[src/rtl/chrom_loader_pkg.sv]
// Shared chromosome geometry, loader state encoding and field-offset helpers.
// Used by the loader, the phenotype decoder and the benches.
package chrom_loader_pkg;

  localparam int unsigned ROW       = 4;
  localparam int unsigned COL       = 4;
  localparam int unsigned OUT       = 2;
  localparam int unsigned BITS_ELEM = 5;
  localparam int unsigned BITS_MAT  = ROW * COL * 16;
  localparam int unsigned CHROM_W   = BITS_MAT + BITS_ELEM * OUT;

  typedef enum logic [1:0] {
    StLoadMat = 2'd0,
    StLoadOut = 2'd1,
    StCommit  = 2'd2
  } loader_state_e;

  function automatic int unsigned cell_lsb(input int unsigned c);
    return 16 * c;
  endfunction

  // Geometry arguments default to the package values; parameterised users pass their own.
  function automatic int unsigned sel_lsb(input int unsigned k,
                                          input int unsigned bits_mat  = BITS_MAT,
                                          input int unsigned bits_elem = BITS_ELEM);
    return bits_mat + bits_elem * k;
  endfunction

endpackage

[src/rtl/chrom_loader_if.sv]
// Valid/ready word stream feeding the chromosome loader.
interface chrom_loader_if;

  logic        s_valid;
  logic        s_ready;
  logic [15:0] s_data;

  modport master (output s_valid, output s_data, input s_ready);
  modport slave  (input s_valid, input s_data, output s_ready);

endinterface

[src/rtl/chrom_shadow_reg.sv]
// Shadow chromosome with per-field write enables and an atomic copy into the
// committed register.
module chrom_shadow_reg
  import chrom_loader_pkg::*;
#(
  parameter int unsigned NumCells = ROW * COL,
  parameter int unsigned Out      = OUT,
  parameter int unsigned BitsElem = BITS_ELEM,
  parameter int unsigned CntW     = 5,
  parameter int unsigned ChromW   = NumCells * 16 + BitsElem * Out
) (
  input  logic              clk,
  input  logic              rst_n,
  input  logic              i_mat_we,
  input  logic              i_sel_we,
  input  logic [CntW-1:0]   i_idx,
  input  logic [15:0]       i_data,
  input  logic              i_commit,
  output logic [ChromW-1:0] o_chrom
);

  localparam int unsigned BitsMat = NumCells * 16;

  logic [ChromW-1:0] r_shadow;
  logic [ChromW-1:0] r_chrom;

  always_ff @(posedge clk or negedge rst_n) begin
    if (!rst_n) begin
      r_shadow <= '0;
    end else begin
      for (int unsigned c = 0; c < NumCells; c++) begin
        if (i_mat_we && (i_idx == CntW'(c))) begin
          r_shadow[cell_lsb(c) +: 16] <= i_data;
        end
      end
      for (int unsigned k = 0; k < Out; k++) begin
        if (i_sel_we && (i_idx == CntW'(k))) begin
          r_shadow[sel_lsb(k, BitsMat, BitsElem) +: BitsElem] <= i_data[BitsElem-1:0];
        end
      end
    end
  end

  always_ff @(posedge clk or negedge rst_n) begin
    if (!rst_n) begin
      r_chrom <= '0;
    end else if (i_commit) begin
      r_chrom <= r_shadow;
    end
  end

  assign o_chrom = r_chrom;

endmodule

[src/rtl/chrom_loader.sv]
// Serial chromosome assembler: truth-table words, then selector words, committed atomically.
// Optional selector range check with sticky err: define CHROM_LOADER_SEL_CHECK_EN.
module chrom_loader
  import chrom_loader_pkg::*;
#(
  parameter int unsigned Row      = ROW,
  parameter int unsigned Col      = COL,
  parameter int unsigned Out      = OUT,
  parameter int unsigned BitsElem = BITS_ELEM,
  parameter int unsigned ChromW   = Row * Col * 16 + BitsElem * Out
) (
  input  logic              clk,
  input  logic              rst_n,
  chrom_loader_if.slave     s_if,
  input  logic              i_abort,
  output logic [ChromW-1:0] o_cromossomo,
  output logic              o_chrom_valid,
  output logic              o_busy
`ifdef CHROM_LOADER_SEL_CHECK_EN
  ,
  output logic              o_err
`endif
);

  localparam int unsigned NumCells = Row * Col;
  localparam int unsigned CntW     = $clog2(NumCells + Out + 1);
  localparam logic [CntW-1:0] LastCell = CntW'(NumCells - 1);
  localparam logic [CntW-1:0] LastSel  = CntW'(Out - 1);

  loader_state_e   r_state;
  logic [CntW-1:0] r_cnt;
  logic            r_busy;
  logic            r_valid;

  logic w_accept;
  logic w_sel_bad;
  logic w_mat_we;
  logic w_sel_we;
  logic w_commit;

  assign s_if.s_ready = (r_state != StCommit);
  assign w_accept     = s_if.s_valid && s_if.s_ready;

`ifdef CHROM_LOADER_SEL_CHECK_EN
  logic r_err;
  assign w_sel_bad = w_accept && (r_state == StLoadOut) && (|s_if.s_data[15:BitsElem]);
  assign o_err     = r_err;
`else
  assign w_sel_bad = 1'b0;
`endif

  // An abort in the same cycle discards the word before it reaches the shadow.
  assign w_mat_we = w_accept && !i_abort && (r_state == StLoadMat);
  assign w_sel_we = w_accept && !i_abort && !w_sel_bad && (r_state == StLoadOut);
  assign w_commit = (r_state == StCommit);

  always_ff @(posedge clk or negedge rst_n) begin
    if (!rst_n) begin
      r_state <= StLoadMat;
      r_cnt   <= '0;
      r_busy  <= 1'b0;
      r_valid <= 1'b0;
`ifdef CHROM_LOADER_SEL_CHECK_EN
      r_err   <= 1'b0;
`endif
    end else begin
      r_valid <= 1'b0;
`ifdef CHROM_LOADER_SEL_CHECK_EN
      if (w_sel_bad && !i_abort) begin
        r_err <= 1'b1;
      end
`endif
      unique case (r_state)
        StLoadMat: begin
          if (i_abort) begin
            r_cnt  <= '0;
            r_busy <= 1'b0;
          end else if (w_accept) begin
            r_busy <= 1'b1;
            if (r_cnt == LastCell) begin
              r_cnt   <= '0;
              r_state <= StLoadOut;
            end else begin
              r_cnt <= r_cnt + CntW'(1);
            end
          end
        end
        StLoadOut: begin
          if (i_abort || w_sel_bad) begin
            r_cnt   <= '0;
            r_busy  <= 1'b0;
            r_state <= StLoadMat;
          end else if (w_accept) begin
            if (r_cnt == LastSel) begin
              r_cnt   <= '0;
              r_state <= StCommit;
            end else begin
              r_cnt <= r_cnt + CntW'(1);
            end
          end
        end
        StCommit: begin
          // Commit completes even if abort is raised here.
          r_valid <= 1'b1;
          r_busy  <= 1'b0;
          r_cnt   <= '0;
          r_state <= StLoadMat;
        end
        default: r_state <= StLoadMat;
      endcase
    end
  end

  chrom_shadow_reg #(
    .NumCells (NumCells),
    .Out      (Out),
    .BitsElem (BitsElem),
    .CntW     (CntW),
    .ChromW   (ChromW)
  ) u_shadow (
    .clk      (clk),
    .rst_n    (rst_n),
    .i_mat_we (w_mat_we),
    .i_sel_we (w_sel_we),
    .i_idx    (r_cnt),
    .i_data   (s_if.s_data),
    .i_commit (w_commit),
    .o_chrom  (o_cromossomo)
  );

  assign o_chrom_valid = r_valid;
  assign o_busy        = r_busy;

endmodule

[src/flat_wrapper.sv]
// flat-port wrapper written by rule: the top's interface ports become plain ports
module chrom_loader_flat import chrom_loader_pkg::*;
#(
  parameter int unsigned Row      = ROW,
  parameter int unsigned Col      = COL,
  parameter int unsigned Out      = OUT,
  parameter int unsigned BitsElem = BITS_ELEM,
  parameter int unsigned ChromW   = Row * Col * 16 + BitsElem * Out
)
  (clk, rst_n, i_abort, o_cromossomo, o_chrom_valid, o_busy, s_if_s_valid, s_if_s_data, s_if_s_ready);
  chrom_loader_if s_if_i ();
  input  logic clk;
  input  logic rst_n;
  input  logic i_abort;
  output logic [ChromW-1:0] o_cromossomo;
  output logic o_chrom_valid;
  output logic o_busy;
  input wire logic [$bits(s_if_i.s_valid)-1:0] s_if_s_valid;
  input wire logic [$bits(s_if_i.s_data)-1:0] s_if_s_data;
  output wire logic [$bits(s_if_i.s_ready)-1:0] s_if_s_ready;
  assign s_if_i.s_valid = s_if_s_valid;
  assign s_if_i.s_data = s_if_s_data;
  assign s_if_s_ready = s_if_i.s_ready;
  chrom_loader #(.Row(Row), .Col(Col), .Out(Out), .BitsElem(BitsElem), .ChromW(ChromW)) u_core (.clk(clk), .rst_n(rst_n), .s_if(s_if_i), .i_abort(i_abort), .o_cromossomo(o_cromossomo), .o_chrom_valid(o_chrom_valid), .o_busy(o_busy));
endmodule
[config.mk]
export PLATFORM = sky130hd
export DESIGN_NAME = chrom_loader_flat
export DESIGN_NICKNAME = d
export VERILOG_FILES = /design/src/rtl/chrom_loader_pkg.sv /design/src/rtl/chrom_loader_if.sv /design/src/rtl/chrom_shadow_reg.sv /design/src/rtl/chrom_loader.sv /design/src/flat_wrapper.sv
export SDC_FILE = /design/constraint.sdc
export NUM_CORES = 1
export LEC_CHECK = 0
export ABC_CLOCK_PERIOD_IN_PS = 3200
export CAP_MARGIN = 15
export CELL_PAD_IN_SITES_DETAIL_PLACEMENT = 0
export CELL_PAD_IN_SITES_GLOBAL_PLACEMENT = 1
export CORE_UTILIZATION = 30
export DETAILED_ROUTE_END_ITERATION = 8
export GPL_ROUTABILITY_DRIVEN = 0
export PLACE_DENSITY = 0.53
export SKIP_CTS_REPAIR_TIMING = 1
export SLEW_MARGIN = 25
export SYNTH_ARGS = -nofsm -noshare
export SYNTH_HDL_FRONTEND = slang
export SYNTH_SLANG_ARGS = --single-unit
[constraint.sdc]
create_clock -name clk -period 3.2 [get_ports clk]
set_input_delay 0.96 -clock clk [delete_from_list [all_inputs] [get_ports clk]]
set_output_delay 0.96 -clock clk [all_outputs]
set_load 0.01 [all_outputs]
==> results of run 1 <==
[layout by cell type (no fill, tap or decap), drive strengths merged, types with 4 or more instances in the layout]
master / n
inv: 13
nand2b: 4
ha: 10
mux2: 533
buf: 50
bufinv: 5
nor2: 8
a21oi: 4
clkbuf: 90
nand2: 15
clkdlybuf4s50: 287
clkinv: 9
dfrtp: 541
nor2b: 5
[path summary, 6_finish.rpt]
check                      slack (ns)                             to  cells past startpoint                     startpoint
max in group asynchronous        1.96  u_core.u_shadow.r_shadow[126]                      2                          rst_n
setup / recovery                 0.32                   s_if_s_ready                      4              u_core.r_state[0]
min in group clk                 0.48  u_core.u_shadow.r_shadow[220]                      1  u_core.u_shadow.r_shadow[220]
hold reg to reg                  0.48  u_core.u_shadow.r_shadow[220]                      1  u_core.u_shadow.r_shadow[220]
hold / removal                   0.40   u_core.u_shadow.o_chrom[211]                      1                          rst_n
setup reg to reg                 0.66                u_core.r_cnt[3]                      8              u_core.r_state[0]
[power by group]
group,internal [mW],switching [mW]
Clock,4.53,2.83
Sequential,7.97,0.654
Combinational,2.40,1.76
[stage by stage]
stage,hold slack (ns),power [mW]
after global routing,0.428,21.2
after global placement,0.461,12.9
after floorplan,0.452,10.9
after detailed placement,0.470,13.0
after CTS,0.404,20.5
final,0.400,20.1
[final cells by class]
| cell class | count | area share [%] |
|---|---|---|
| Inverter | 11 | 0.153 |
| Clock buffer | 90 | 7.04 |
| Tap cell | 873 | 4.06 |
| Antenna cell | 1 | 0.00929 |
| Clock inverter | 19 | 0.873 |
| Timing Repair Buffer | 337 | 12.7 |
| Multi-Input combinational cell | 607 | 24.9 |
| Sequential cell | 541 | 50.3 |
[flip-flops by register name, indices dropped and copies added (netlist names)]
| register | flops |
|---|---|
| u_core.u_shadow.o_chrom | 266 |
| u_core.r_cnt | 5 |
| u_core.o_busy | 1 |
| u_core.r_state | 2 |
| u_core.u_shadow.r_shadow | 266 |
| u_core.o_chrom_valid | 1 |
[metal layers]
metal	routed length, um	vias up	global-route usage, %
met3	2740	65	3.64
li1	-	5001	-
met2	23900	244	23.1
met5	0	-	0
met4	856	0	4.26
met1	25600	6011	22.3
[critical path, cell delays in order, from the launching register on]
cell	delay (ns)
dfrtp_1	0.40
inv_1	0.11
ha_4	0.21
inv_1	0.07
clkdlybuf4s50_1	0.56
[cells by family after synthesis]
group,synth area share (%)
AOI/OAI and AO/OA,0.595
adders and majority gates,0.607
buffers and inverters,1.90
DFF,65.6
muxes,29.6
and+or+nand+nor,1.63
==> flow_results.org, run 1 <==
** Clock tree
- Clock tree synthesis inserted a total of 66 buffers.
- The later pin in the worst-skew pair is clocked with a latency of 0.59 ns.
- Clock-pin slew on the worst setup and hold paths :: 0.05 ns
- H-tree levels :: 3
- TritonCTS built the clock tree.
- Longest Clk Path Bufs :: 3
- The cell sitting at the root of the clock tree is a clkbuf_16.
- The clock net in this run drives a total of 541 sinks.

** Logic synthesis
- Warning count from the yosys run :: 0
- Commonest cells in the synthesized netlist :: dfrtp_1 (541), mux2_2 (483), clkbuf_1 (47), mux2_4 (30), mux2_1 (20)
- Number of instances in the synthesized netlist :: 1229
- Top_reg_cell synth :: dfrtp_1
- Syn_nets :: 1259
- dfrtp_1 takes more of the synthesized area than any other cell.
- The synthesized netlist occupies a cell area of 20600 um^2.
- Synthesized area divided by synthesized cell count :: 16.8 um^2
- Dominant cells by area after synthesis :: dfrtp_1 (66%), mux2_2 (26%), mux2_4 (2.2%)
- Distinct cell type count of the synthesized netlist :: 35
- Yosys mapped a number of flops with a built-in enable equal to 0.
- Share of the yosys chip area belonging to registers :: 65.6%
- By instance count, the leading cell after synthesis is dfrtp_1.
- Synthesized flop and latch total :: 541
- The share of synthesized area in the top cell type comes to 65.6%.
- Share of synthesized registers carrying an async set or reset :: 100%

** STA
- Setup repair after global routing left no endpoint under its margin.
- Fin worst setup slack :: 0.320 ns
- Max-slew headroom at the worst pin :: 39.0%
- Endpoints failing setup :: 0
- Ratio of final minimum period to clock period :: 90.0%
- Worst slew pin tran :: 0.915 ns
- Worst setup skew after layout :: 0.0180 ns
- The number of pins exceeding their max-slew limit in the final report was 0.
- Tmin final :: 2.88 ns
- For the final routed database, the setup TNS stands at 0 ns.
- Final Hold Fails :: 0
- Maximum frequency from static timing analysis :: 347 MHz

** Routing
- Detailed router's first-iteration violation count :: 437
- In the final routed layout, each cell accounts on average for 21.4 um.
- The first detailed-routing pass ran for 4 iterations.
- In the routed layout, each cell is associated on average with a via count of 4.57.
- Detailed routing inserted a total of 11300 vias.
- Number of nets still failing antenna checks after routing :: 0
- Total wire length :: 53100 um
- After detailed routing, the number of remaining DRC violations is 0.

** Die
- Die Span Y :: 264 um
- For this design the top-level I/O count stands at 289.
- The floorplan step defined a die boundary enclosing 69800 um^2.
- # rows :: 95
- The die is 264 um wide.
- Initial Utilization :: 30.5%
- The floorplan step defined a core boundary enclosing 67600 um^2.

** Cells and area
- Registers take 13500 um^2.
- Layout Utilization :: 39.8%
- In the final layout, the share of cells above drive strength 1 is 42.1%.
- The finished layout holds 2479 standard cells, fillers aside.
- With fillers left out, the area of the finished cells amounts to 26900 um^2.
- The area growth from synthesis to layout is 30.6%.
- # fillers :: 6187
- Number of nets in the layout :: 1594
- The multi-input combinational cells in the finished layout cover a total of 6710 um^2.

** Placement
- HPWL reported at the end of detailed placement :: 33600 um
- Prior to clock tree synthesis, the placed netlist has a worst setup slack of 0.114 ns.
- # port buffers :: 288
- In this run, placement finished with an instance count of 2369.
- After detailed placement, the total cell area comes to 24800 um^2.

** Power
- Worst voltage drop across the vdd grid :: 0.423 mV
- Summed over all cells, the static leakage comes to 13.0 nW.
- Power spread over the standard cell area amounts to 748 nW/um^2.

** Critical path
- Crit path launch type :: flip-flop
- Worst Path Class, Setup :: flip-flop to primary output
- Arrival time worst endpoint :: 1.92 ns
- At the worst endpoint, the required time is 2.24 ns.
- Maximum fanout along the worst path :: 5
- Worst setup EP type :: primary output

** Job
- Max-cap violations :: 0

** Global route
- Wire length of the first global-routing pass :: 81200 um
- Initial antenna violation count :: 1
- Via count of the first global-routing pass :: 12100
- Entering global routing, the biggest net connects 142 pins.
- GRT overflow :: 0
- For this run, the total global-route usage over all layers was measured as 15.5%.

** Outcome
- The run finished with clean final reports.

** Worst hold path
- Worst hold path class :: input pin to asynchronous set/reset pin
No activity file was read; power rests on OpenSTA's default activity.
==> run 2, diff against run 1 <==
PLACE_DENSITY = 0.61   (was 0.53)
==> run 2 against run 1 <==
  * Count of clock-buffer cells in the layout shrank 8
  * Clock power shrank 4.4%
  * Utilization is 0.15 points lower
  * Wire length decreased by 2.4%
  * Register-to-register slack improved by 0.04 ns
  * Sequential share of layout area is 0.19 points higher
  * Design area down 0.39%
  * Highest routed layer unchanged
==> flow_results.org, run 2 (synthesized netlist as in run 1, its figures left out) <==
** Outcome
- The run finished with clean final reports.

** Critical path
- The critical path in this run is classified as flip-flop to primary output.
- Arrival time worst endpoint :: 1.98 ns
- R2R cell count :: 7
- Register-to-register setup slack :: 0.70 ns
- Worst setup EP type :: primary output
- Critical register-to-register path startpoint :: u_core.r_state[0]
- Required time at the endpoint of the critical path :: 2.24 ns
- Crit path launch type :: flip-flop
- Maximum fanout along the worst path :: 15
- Reg-to-reg endpoint :: u_core.u_shadow.r_shadow[220]

** Placement
- # placed instances :: 2368
- # port buffers :: 288
- After legalization and detailed placement, the total HPWL measured 33500 um.
- Pre-CTS WS :: 0.101 ns

** Cells and area
- Most common cell after layout, fill and taps aside :: dfrtp_1
- Compared with the post-synthesis result, the final layout area differs by 30.1%.
- Share of cells above drive strength 1 :: 42.1%
- The layout has 6234 filler cells.
- Number of cells in the finished layout apart from fillers :: 2476
- The library cells used most frequently in the layout, excluding fill and tap cells, are dfrtp_1 (541), mux2_2 (483), clkdlybuf4s50_1 (287).
- Number of nets in the layout :: 1586

** STA
- Worst setup skew after layout :: 0.0208 ns
- Total Neg Setup Slack :: 0 ns
- The final-report hold violation count is 0.
- Ratio of final minimum period to clock period :: 92.0%
- Number of pins with negative max-slew slack in the final report :: 0
- Based on the critical path, the design can be clocked at up to 340 MHz.
- Setup slack on the critical path of the routed design comes to 0.255 ns.
- Worst slew pin tran :: 0.852 ns
- Tmin final :: 2.94 ns
- Setup violations remaining at the end of the flow were counted as 0.
- Setup repair after global routing left no endpoint under its margin.
- Measured against its own limit, the worst slew margin works out to 43.2%.

** Clock tree
- Counting along the longest clock path gives a buffer depth of 3.
- In this run the clock root is driven by a clkbuf_16.
- Sinks on Clock Net :: 541
- Worst-Skew Late Latency :: 0.61 ns
- Clock-pin slew on the worst setup and hold paths :: 0.06 ns
- Number of buffers added by the clock tree synthesis step :: 59
- TritonCTS built the clock tree.
- H-tree levels :: 2

** Die
- The die is 264 um tall.
- In this run the count of I/O pins placed on the die edge is 289.
- The initial utilization of the core area, before any placement, comes to 30.5%.
- After floorplanning, the core was sized to cover 67600 um^2.
- The die covers 69800 um^2.
- Width of the die :: 264 um
- After floorplanning, the core was divided into 95 placement rows.

** Worst hold path
- The path class of the tightest hold or removal check is input pin to asynchronous set/reset pin.

** Routing
- Summing over every cut layer, the via total after detailed routing is 11300.
- Total wire length :: 51800 um
- Wire segments on met2 add up to 23500 um in the final route.
- Number of nets still failing antenna checks after routing :: 0
- In this run, the number of DRC markers left after iteration 0 of detailed routing was 477.
- Number of design rule violations left after detail routing :: 0
- Routed length on met3 :: 2400 um
- For this run, the detailed router's first-pass iteration total came to 4.
- Post-DR vias/cell :: 4.55
- Routed signal wires occupy layers up through met4.
- In the final routed layout, each cell accounts on average for 20.9 um.
- Met1 Routed Length :: 25000 um

** Global route
- The first global-routing pass estimated 80000 um of wire.
- Overall Global Routing Usage :: 15.1%
- Largest net degree at the start of global routing :: 131
- Initial antenna violation count :: 1
- GRT overflow :: 0
- The number of global-route vias before repair was 12400.

** Job
- Max-cap violations :: 0

** Power
- Power per cell area :: 737 nW/um^2
- Worst voltage drop across the vdd grid :: 0.465 mV
- The analysis attributes to cell leakage a power of 12.9 nW.
[run 2: cell count changes in the layout (fill, tap and decap cells not counted), moves of 2 or more]
cell and change:
clkbuf_16 -9, clkinv_2 +2, clkbuf_8 +3, bufinv_16 +2
clkinv_4 +2, clkbuf_1 -2
[run 2: worst max-delay path by stage]
stage                            from                       endpoint  slack [ns]  depth (start not counted)
floorplan                     i_abort  u_core.u_shadow.r_shadow[229]        0.64                          7
global placement         s_if_s_valid  u_core.u_shadow.r_shadow[208]        0.10                          6
detailed placement       s_if_s_valid  u_core.u_shadow.r_shadow[208]        0.10                          6
CTS                 u_core.r_state[0]                   s_if_s_ready        0.21                          4
global route        u_core.r_state[0]                   s_if_s_ready        0.12                          4
finish              u_core.r_state[0]                   s_if_s_ready        0.26                          4
[run 2: layout make-up]
cell class | count | area (um^2) | share of cell area [%]
flip-flops and latches | 541 | 13500 | 50.5
multi-input cells | 607 | 6710 | 25.0
repair buffers | 336 | 3410 | 12.7
clock buffers | 82 | 1700 | 6.35
well taps | 873 | 1090 | 4.07
clock inverters | 25 | 330 | 1.23
inverters | 11 | 41.3 | 0.154
diodes | 1 | 2.50 | 0.00933
[run 2: power breakdown]
part | total [mW] | internal [mW] | switching, mW
Sequential | 8.60 | 7.97 | 0.635
Combinational | 4.15 | 2.39 | 1.76
Clock | 7.03 | 4.27 | 2.76
[run 2: critical path: stages (launching register included)]
cell and delay [ns]:
dfrtp_1 0.42, inv_1 0.14, ha_4 0.29, inv_1 0.06, clkdlybuf4s50_1 0.47
[run 2: stage by stage]
step | util (%) | instance area [um^2] | hold WS [ns] | total power, mW
detailed placement | 36.7 | 24800 | 0.472 | 13.0
global placement | 36.7 | 24800 | 0.461 | 12.8
global route | 39.7 | 26800 | 0.322 | 20.8
finish | 39.7 | 26800 | 0.317 | 19.8
CTS | 39.7 | 26800 | 0.309 | 20.1
floorplan | - | 20600 | 0.452 | 10.9
[run 2: layer usage]
layer | global-route usage (%) | vias up
met4 | 3.27 | 0
li1 | - | 5004
met2 | 23.3 | 257
met5 | 0 | -
met1 | 21.7 | 5954
met3 | 3.05 | 53
